--- config.mk ---
export PLATFORM = sky130hd
export DESIGN_NAME = pop_sort_driver
export DESIGN_NICKNAME = d
export VERILOG_FILES = /design/src/rtl/ga_pkg.sv /design/src/rtl/pop_rank_buffer.sv /design/src/rtl/pop_sort_driver.sv
export SDC_FILE = /design/constraint.sdc
export NUM_CORES = 2
export LEC_CHECK = 0
export CORE_AREA = 3 3 364 366
export CTS_CLUSTER_SIZE = 28
export DETAILED_ROUTE_END_ITERATION = 12
export DIE_AREA = 0 0 367 369
export GPL_TIMING_DRIVEN = 1
export HOLD_SLACK_MARGIN = 0.06
export RECOVER_POWER = 50
export SKIP_LAST_GASP = 1
export SLEW_MARGIN = 20
export SYNTH_ARGS = -nofsm -noshare
export SYNTH_HDL_FRONTEND = slang
export SYNTH_HIERARCHICAL = 1
export SYNTH_SLANG_ARGS = --single-unit
export TNS_END_PERCENT = 1
--- constraint.sdc ---
create_clock -name clk -period 5.3 [get_ports clk]
set_clock_uncertainty 0.15 [all_clocks]
set_input_delay 1.06 -clock clk [delete_from_list [all_inputs] [get_ports clk]]
set_output_delay 1.06 -clock clk [all_outputs]
set_load 0.1 [all_outputs]
--- src/rtl/ga_pkg.sv ---
// ga_pkg
//   Shared constants and state encoding for the GA population-sort path.
//   POP_SIZE : individuals per generation
//   DIST_W   : bits per fitness distance
//   IDX_W    : bits per individual index
//   TIMEOUT  : max cycles spent waiting on the sorter before giving up
package ga_pkg;

    localparam int POP_SIZE = 50;
    localparam int DIST_W   = 12;
    localparam int IDX_W    = 6;
    localparam int TIMEOUT  = 255;

    typedef enum logic [2:0] {
        S_IDLE  = 3'd0,
        S_LOAD  = 3'd1,
        S_START = 3'd2,
        S_WAIT  = 3'd3,
        S_EMIT  = 3'd4
    } drv_state_t;

endpackage

--- src/rtl/pop_rank_buffer.sv ---
// pop_rank_buffer
//   Holds the sorter's ranked index list so the sorter is free once done is seen.
//   clk     : clock, rising edge
//   reset   : synchronous, active-high; clears every slot
//   load    : capture sorted into all slots this cycle
//   sorted  : ranked indices, rank r at [IDX_W*r +: IDX_W]
//   rd_idx  : rank to read
//   rd_data : index stored at rank rd_idx (0 when rd_idx is past the last rank)
module pop_rank_buffer #(
    parameter int POP_SIZE = ga_pkg::POP_SIZE,
    parameter int IDX_W    = ga_pkg::IDX_W
) (
    input  logic                      clk,
    input  logic                      reset,
    input  logic                      load,
    input  logic [POP_SIZE*IDX_W-1:0] sorted,
    input  logic [IDX_W-1:0]          rd_idx,
    output logic [IDX_W-1:0]          rd_data
);
    import ga_pkg::*;

    // Packed layout matches the flat bus: slot r occupies bits [IDX_W*r +: IDX_W].
    logic [POP_SIZE-1:0][IDX_W-1:0] slot_q;

    always_ff @(posedge clk) begin
        if (reset)
            slot_q <= '0;
        else if (load)
            slot_q <= sorted;
    end

    // The top reads one rank ahead, so rd_idx can sit one past the end.
    always_comb begin
        rd_data = '0;
        if (int'(rd_idx) < POP_SIZE)
            rd_data = slot_q[rd_idx];
    end

endmodule

--- src/rtl/pop_sort_driver.sv ---
// pop_sort_driver
//   Initiator for the population sorter: gathers one distance per individual from a
//   valid/ready stream, packs them onto the sorter bus, pulses start, waits for done,
//   buffers the ranked indices and replays them best-first on a second stream.
//   clk, reset          : clock / synchronous active-high reset
//   dist_valid/ready/data : inbound distance stream, individual dist_count per beat
//   sort_in             : packed distances, individual i at [DIST_W*i +: DIST_W]
//   sort_start          : one-cycle start pulse to the sorter
//   sort_done           : sorter finished (level)
//   sort_sorted         : ranked indices, rank r at [IDX_W*r +: IDX_W]
//   rank_valid/ready/index/last : outbound ranked-index stream, rank 0 first
//   busy                : not idle
//   error               : sticky sorter timeout flag, cleared only by reset
module pop_sort_driver #(
    parameter int POP_SIZE = ga_pkg::POP_SIZE,
    parameter int DIST_W   = ga_pkg::DIST_W,
    parameter int IDX_W    = ga_pkg::IDX_W,
    parameter int TIMEOUT  = ga_pkg::TIMEOUT
) (
    input  logic                       clk,
    input  logic                       reset,
    input  logic                       dist_valid,
    output logic                       dist_ready,
    input  logic [DIST_W-1:0]          dist_data,
    output logic [POP_SIZE*DIST_W-1:0] sort_in,
    output logic                       sort_start,
    input  logic                       sort_done,
    input  logic [POP_SIZE*IDX_W-1:0]  sort_sorted,
    output logic                       rank_valid,
    input  logic                       rank_ready,
    output logic [IDX_W-1:0]           rank_index,
    output logic                       rank_last,
    output logic                       busy,
    output logic                       error
);
    import ga_pkg::*;

    // The wait counter must reach TIMEOUT, which does not fit in IDX_W bits.
    localparam int                WAIT_W   = $clog2(TIMEOUT + 1);
    localparam logic [IDX_W-1:0]  LAST_IDX = IDX_W'(POP_SIZE - 1);
    localparam logic [WAIT_W-1:0] WAIT_END = WAIT_W'(TIMEOUT - 1);

    drv_state_t        state;
    logic [IDX_W-1:0]  dist_count;
    logic [IDX_W-1:0]  rank_count;
    logic [WAIT_W-1:0] wait_cnt;
    logic [IDX_W-1:0]  next_rank;
    logic [IDX_W-1:0]  buf_data;
    logic              buf_load;
    logic              dist_hs;
    logic              rank_hs;

    assign dist_hs   = dist_valid & dist_ready;
    assign rank_hs   = rank_valid & rank_ready;
    assign next_rank = rank_count + IDX_W'(1);
    assign buf_load  = (state == S_WAIT) & sort_done;
    assign busy      = (state != S_IDLE);

    // rank_index is registered, so the buffer is read one rank ahead of rank_count.
    pop_rank_buffer #(
        .POP_SIZE (POP_SIZE),
        .IDX_W    (IDX_W)
    ) u_rank_buf (
        .clk     (clk),
        .reset   (reset),
        .load    (buf_load),
        .sorted  (sort_sorted),
        .rd_idx  (next_rank),
        .rd_data (buf_data)
    );

    always_ff @(posedge clk) begin
        if (reset) begin
            state      <= S_IDLE;
            dist_count <= '0;
            rank_count <= '0;
            wait_cnt   <= '0;
            sort_in    <= '0;
            dist_ready <= 1'b0;
            sort_start <= 1'b0;
            rank_valid <= 1'b0;
            rank_index <= '0;
            rank_last  <= 1'b0;
            error      <= 1'b0;
        end else begin
            sort_start <= 1'b0;
            case (state)
                // IDLE and LOAD share the accept path; the first beat in IDLE is slot 0
                // because dist_count is always 0 there.
                S_IDLE, S_LOAD: begin
                    dist_ready <= 1'b1;
                    if (dist_hs) begin
                        sort_in[DIST_W*int'(dist_count) +: DIST_W] <= dist_data;
                        if (dist_count == LAST_IDX) begin
                            state      <= S_START;
                            dist_count <= '0;
                            dist_ready <= 1'b0;
                            sort_start <= 1'b1;
                        end else begin
                            state      <= S_LOAD;
                            dist_count <= dist_count + IDX_W'(1);
                        end
                    end
                end

                S_START: begin
                    state    <= S_WAIT;
                    wait_cnt <= '0;
                end

                S_WAIT: begin
                    if (sort_done) begin
                        // Rank 0 comes straight off the sorter bus; the buffer
                        // captures on this same edge.
                        state      <= S_EMIT;
                        rank_count <= '0;
                        rank_valid <= 1'b1;
                        rank_index <= sort_sorted[IDX_W-1:0];
                        rank_last  <= (POP_SIZE == 1);
                    end else if (wait_cnt == WAIT_END) begin
                        state      <= S_IDLE;
                        error      <= 1'b1;
                        dist_ready <= 1'b1;
                    end else begin
                        wait_cnt <= wait_cnt + WAIT_W'(1);
                    end
                end

                S_EMIT: begin
                    if (rank_hs) begin
                        if (rank_count == LAST_IDX) begin
                            state      <= S_IDLE;
                            rank_count <= '0;
                            rank_valid <= 1'b0;
                            rank_index <= '0;
                            rank_last  <= 1'b0;
                            dist_ready <= 1'b1;
                        end else begin
                            rank_count <= next_rank;
                            rank_index <= buf_data;
                            rank_last  <= (next_rank == LAST_IDX);
                        end
                    end
                end

                default: begin
                    state <= S_IDLE;
                end
            endcase
        end
    end

endmodule
## After elaboration in Yosys (flattened, before gate mapping)

Index checks and enable logic that the tools add are counted.

| word-level totals | value |
|---|---|
| register bits after elaboration | 934 |
| input port bits | 317 |

| cells by class | value |
|---|---|
| reduce and logical (&&, ||, !) cells | 14 |
| equal/unequal tests | 16 |
| bitwise gates (word level) | 6 |
| magnitude comparators | 2 |
| add/sub/neg operators | 4 |
| multipliers | 1 |
| multiplexer cells | 39 |
| shift operators | 2 |

Operators by type and width:

| cell | count |
|---|---|
| $bwmux W600 | 1 |
| $shift A12 B33 Y600 const A | 1 |
| $shiftx A12 B33 Y600 | 1 |
| $mux W6 | 9 |
| $bmux W6 S6 | 1 |
| $neg A10 Y33 | 1 |
| $pmux W6 S2 | 2 |
| $eq A6 B6 Y1 const B | 3 |
| $mux W8 | 2 |
| $pmux W8 S2 | 1 |
| $mux W3 | 5 |
| $mux W1 | 13 |
| $add A6 B1 Y6 const B | 2 |
| $ne A2 B2 Y1 const B | 6 |
| $pmux W3 S4 | 1 |
| $reduce_and A3 Y1 | 3 |
| $add A8 B1 Y8 const B | 1 |
| $eq A8 B8 Y1 const B | 1 |
| $mul A2 B6 Y8 const A | 1 |
| $reduce_and A4 Y1 | 2 |
| $lt A6 B7 Y1 const B | 1 |
| $eq A3 B2 Y1 const B | 2 |
| $lt A6 B6 Y1 const B | 1 |
| $reduce_bool A3 Y1 | 2 |
| other kinds (15) | 21 |

## Logic depth before layout (Yosys ltp)

| depth | value |
|---|---|
| depth after elaboration | 7 |
| mapped depth | 21 |
| mapped depth without buffers | 14 |

## Modules after synthesis

The synthesis kept the hierarchy.

Modules (own cells, without submodules):

| module | seq. area each (sq um) | times used | cells an instance | area each (sq um) |
|---|---|---|---|---|
| pop_sort_driver | 12692.2 | 1 | 3457 | 27963.1 |
| pop_rank_buffer | 6005.8 | 1 | 1168 | 13041.3 |

## Least setup slack after synthesis

Ideal clock, no wire load.

| path | value |
|---|---|
| path type | flip-flop to flip-flop |
| from | reg dist_count[0] |
| to | reg sort_in[388] |
| buffers on the path | 7 |
| stages on the path, launching flop included | 21 |
| library setup time | 0.121 ns |
| required time | 5.029 ns |
| arrival | 4.327 ns |
| slack | 0.702 ns |
| cells stage by stage | dfxtp_1 > clkbuf_1 > inv_1 > buf_1 > ha_1 > nor3b_2 > and2_1 > buf_2 > nand2_1 > nor2_1 > ha_1 > clkbuf_1 > and2_1 > clkbuf_1 > o21a_1 > and4_1 > clkbuf_1 > buf_2 > o21ai_0 > a31oi_1 > mux2_2 |

| between the ends | value |
|---|---|
| cells in the longest elaborated chain, start to end | 4 |
| elaborated cells on any way between the ends | 5 |
| those cells by class | add/sub (1); mul (1); shift (2); mux (1) |

RTL lines:

| element | RTL line | text |
|---|---|---|
| start, declared | pop_sort_driver.sv:44 | `logic [IDX_W-1:0] dist_count;` |
| start signal, assigned | pop_sort_driver.sv:101 | `dist_count <= dist_count + IDX_W'(1);` |
| $mul A2 B6 Y8 (*) | pop_sort_driver.sv:93 | `sort_in[DIST_W*int'(dist_count) +: DIST_W] <= dist_data;` |
| $neg A10 Y33 (*) | pop_sort_driver.sv:93 |  |
| $shiftx A12 B33 Y600 / $shift A12 B33 Y600 (equally long branches) | pop_sort_driver.sv:93 |  |
| $bwmux W600 (*) | pop_sort_driver.sv:93 |  |
| end signal, assigned by index | pop_sort_driver.sv:93 |  |
| end, declared | pop_sort_driver.sv:25 | `output logic [POP_SIZE*DIST_W-1:0] sort_in,` |

Every way passes the cells marked *; elsewhere a longest branch is shown, timed or not.
A chain may end at the register's enable or synchronous reset.

## Worst setup path after layout

| path | value |
|---|---|
| from | reg dist_count[0] |
| to | reg sort_in[324] |

Same word-level chain as after synthesis.

==> metrics.txt <==
worst-skew pair later-pin latency 0.73 ns; Setup-failing EPs final 0; Post-synth EDFFs 0; P_leak 19.3 nW; initial antenna violation count 22; DRC Markers 0; Synth Area in Compound Gates 0.164; Clock transition at path regs 0.06 ns; Hold Buf Count CTS 0; main combinational cell family by area after synthesis simple AND/OR/NAND/NOR gates; unrepaired setup endpoints after global routing false; Layout Utilization 0.424; worst hold-check path type reg2reg; full die area 135000 um^2; max_cap viols 41; Finished Cell Area 54900 um^2; Synth warnings 6; GR Util All Layers 0.293; Critical Path Source dist_count[0]; Slew Limit Headroom -1.88; Layout Cells excl Fill 7210; most frequent cells in the layout 934 x dfxtp_1, 509 x a21oi_1, 504 x nor2_1, 482 x clkdlybuf4s50_1, 475 x o21ai_0; setup bufs post-CTS 0; antenna violation net count after detailed routing 0; Area Growth Syn to Fin 33.9%; # port buffers 928; Max VDD drop 0.247 mV; drt pass-1 iters 6; post-synthesis adder-cell area fraction 0.00507; WHS Endpoint sort_in[512]; fin crit period 5.04 ns; min-delay src sort_in[512]; Mean Syn Cell Area 8.87 um^2; core area 129000 um^2; fin crit share 0.950; routability cong. 0.951; max-slew violations 424; worst path arrival time 5.54 ns; Initial Util 0.317; FF-to-FF Start dist_count[0]; Iter 0 DRT Violations 4826; Synth Flop Type dfxtp_1; Worst EP required 5.80 ns; CTS sink count 934; CTS tree built; Cell variety after synth 94; vias in the first global route 38200; number of vias per cell 5.67; routed length per instance 29.0 um; worst r2r dst sort_in[324]; largest net degree at the start of global routing 221; commonest non-fill, non-tap cell in the layout dfxtp_1; post-synthesis sequential area ratio 0.456; placed cell count 7014; Reg2Reg Depth 11; Total Neg Setup Slack 0 ns; net count after synthesis 4958; Final nets 5712; slew at the pin closest to its max-slew limit 4.33 ns; share of layout cells above drive strength 1 0.0834; Simple-Gate Fraction of Synth Area 0.172; Critical Path End Type register; post-DP HPWL 156000 um; drt total wl 209000 um; Setup CP Type reg2reg; H-tree Lvls 3; Synth async-reset ratio 0; DR vias 40900; Syn Inst Count 4625; root buf cell clkbuf_16; Die H 369 um; fmax 199 MHz; cell area after synthesis 41000 um^2; CP startpoint kind register; CTS buffer count 104; endpoints failing hold 0; row cnt 132; Synth Area in XOR/XNOR 0.00622; Area after DPL 52000 um^2; mux contribution to synthesized area 0.151; flops & latches, synth 934; first-pass GRT wire length 291000 um; Pwr per Cell Area 286 nW/um^2; CP max FO 47; flop2flop setup slack 0.26 ns; failing checks max-capacitance violations, max-slew violations; Die W 367 um; outcome finished with violations; Worst Hold Depth 2; # IOs 929; CTS Buffer Depth 3; GR Overflow Total 0
[worst max-delay path, cell delays in order (launching register included)]
cell	delay, ns
dfxtp_1	0.33
buf_4	0.44
inv_1	0.12
ha_1	0.34
buf_4	0.29
or2_2	0.36
o21ai_0	0.51
and2_0	0.57
nand2_1	0.56
o21ai_0	0.69
nand2_1	0.31
mux2i_1	0.28
[cells in the mapped netlist (14+ instances only)]
| library cell | n | share of area |
|---|---|---|
| a211oi_1 | 33 | 0.0060 |
| a21oi_1 | 511 | 0.062 |
| a221oi_1 | 14 | 0.0030 |
| a22oi_1 | 26 | 0.0048 |
| and3_1 | 27 | 0.0041 |
| buf_1 | 19 | 0.0017 |
| buf_2 | 74 | 0.0090 |
| clkbuf_1 | 322 | 0.029 |
| dfxtp_1 | 934 | 0.46 |
| ha_1 | 15 | 0.0046 |
| inv_1 | 16 | 0.0015 |
| mux2_2 | 23 | 0.0063 |
| mux2i_1 | 423 | 0.10 |
| mux4_1 | 28 | 0.018 |
| mux4_2 | 42 | 0.023 |
| nand2_1 | 239 | 0.022 |
| nand3_1 | 320 | 0.039 |
| nand4_1 | 197 | 0.030 |
| nor2_1 | 509 | 0.047 |
| nor2b_1 | 38 | 0.0058 |
| nor3_1 | 54 | 0.0066 |
| o21ai_0 | 474 | 0.058 |
| or3_1 | 16 | 0.0024 |
[state kept, by name, summed over array words and instances, names as in the netlist]
| register | cells |
|---|---|
| rank_last | 1 |
| rank_count | 6 |
| error | 1 |
| wait_cnt | 8 |
| sort_in | 600 |
| dist_ready | 1 |
| u_rank_buf/slot_q | 300 |
| dist_count | 6 |
| state | 3 |
| rank_index | 6 |
| sort_start | 1 |
| rank_valid | 1 |
[stage by stage]
stage | hold WS (ns) | worst slack [ns] | power, mW
final | 0.300 | 0.264 | 15.7
after global routing | 0.327 | 0.00247 | 16.1
after CTS | 0.305 | 0.371 | 15.8
after detailed placement | 0.297 | 0.371 | 8.51
after global placement | 0.291 | 0.405 | 8.50
after floorplan | 0.301 | 0.702 | 7.76
[layer usage]
metal | share of wire | vias to the layer above | global-route usage
met2 | 0.45 | 2231 | 0.462
met1 | 0.38 | 19800 | 0.348
met3 | 0.11 | 514 | 0.105
met5 | 0.00058 | - | 0
li1 | - | 18300 | -
met4 | 0.061 | 18 | 0.153
[power by group]
| part | internal [mW] | switching, mW |
|---|---|---|
| clock | 4.13 | 3.17 |
| combinational | 0.406 | 0.958 |
| sequential | 7.02 | 0.00380 |
| total | 11.6 | 4.13 |
[layout make-up]
| class | instances | area (um^2) |
|---|---|---|
| antenna | 11 | 27.5 |
| clock buffer | 153 | 2970 |
| clock inverter | 31 | 423 |
| fill | 12900 | 74600 |
| inverter | 17 | 73.8 |
| multi-input combinational | 3241 | 20700 |
| sequential | 934 | 18700 |
| tap | 1742 | 2180 |
| timing repair buffer | 1081 | 9850 |
[how the worst max path moves through the flow]
stage	to	slack [ns]	depth (start not counted)
6_report	sort_in[324]	0.26	11
3_5_place_dp	sort_in[77]	0.37	11
3_3_place_gp	sort_in[76]	0.40	11
4_1_cts	sort_in[394]	0.37	15
2_1_floorplan	sort_in[388]	0.70	20
5_1_grt	sort_in[388]	0.002	15
[what timing repair did]
action	4_1_cts	5_1_grt
resized for setup	0	1
endpoints found under the setup margin	0	5
hold endpoints to repair	0	0
[cells by family (layout without fill, tap and decap cells)]
family / after synthesis / count (layout)
compound gates: 1204 / 1204
xor+xnor: 25 / 25
fa+ha+maj: 16 / 16
buf+inv: 450 / 1282
flops: 934 / 934
mux: 516 / 516
other cells: 0 / 11
simple gates: 1480 / 1480
No activity file was read; power rests on OpenSTA's default activity.
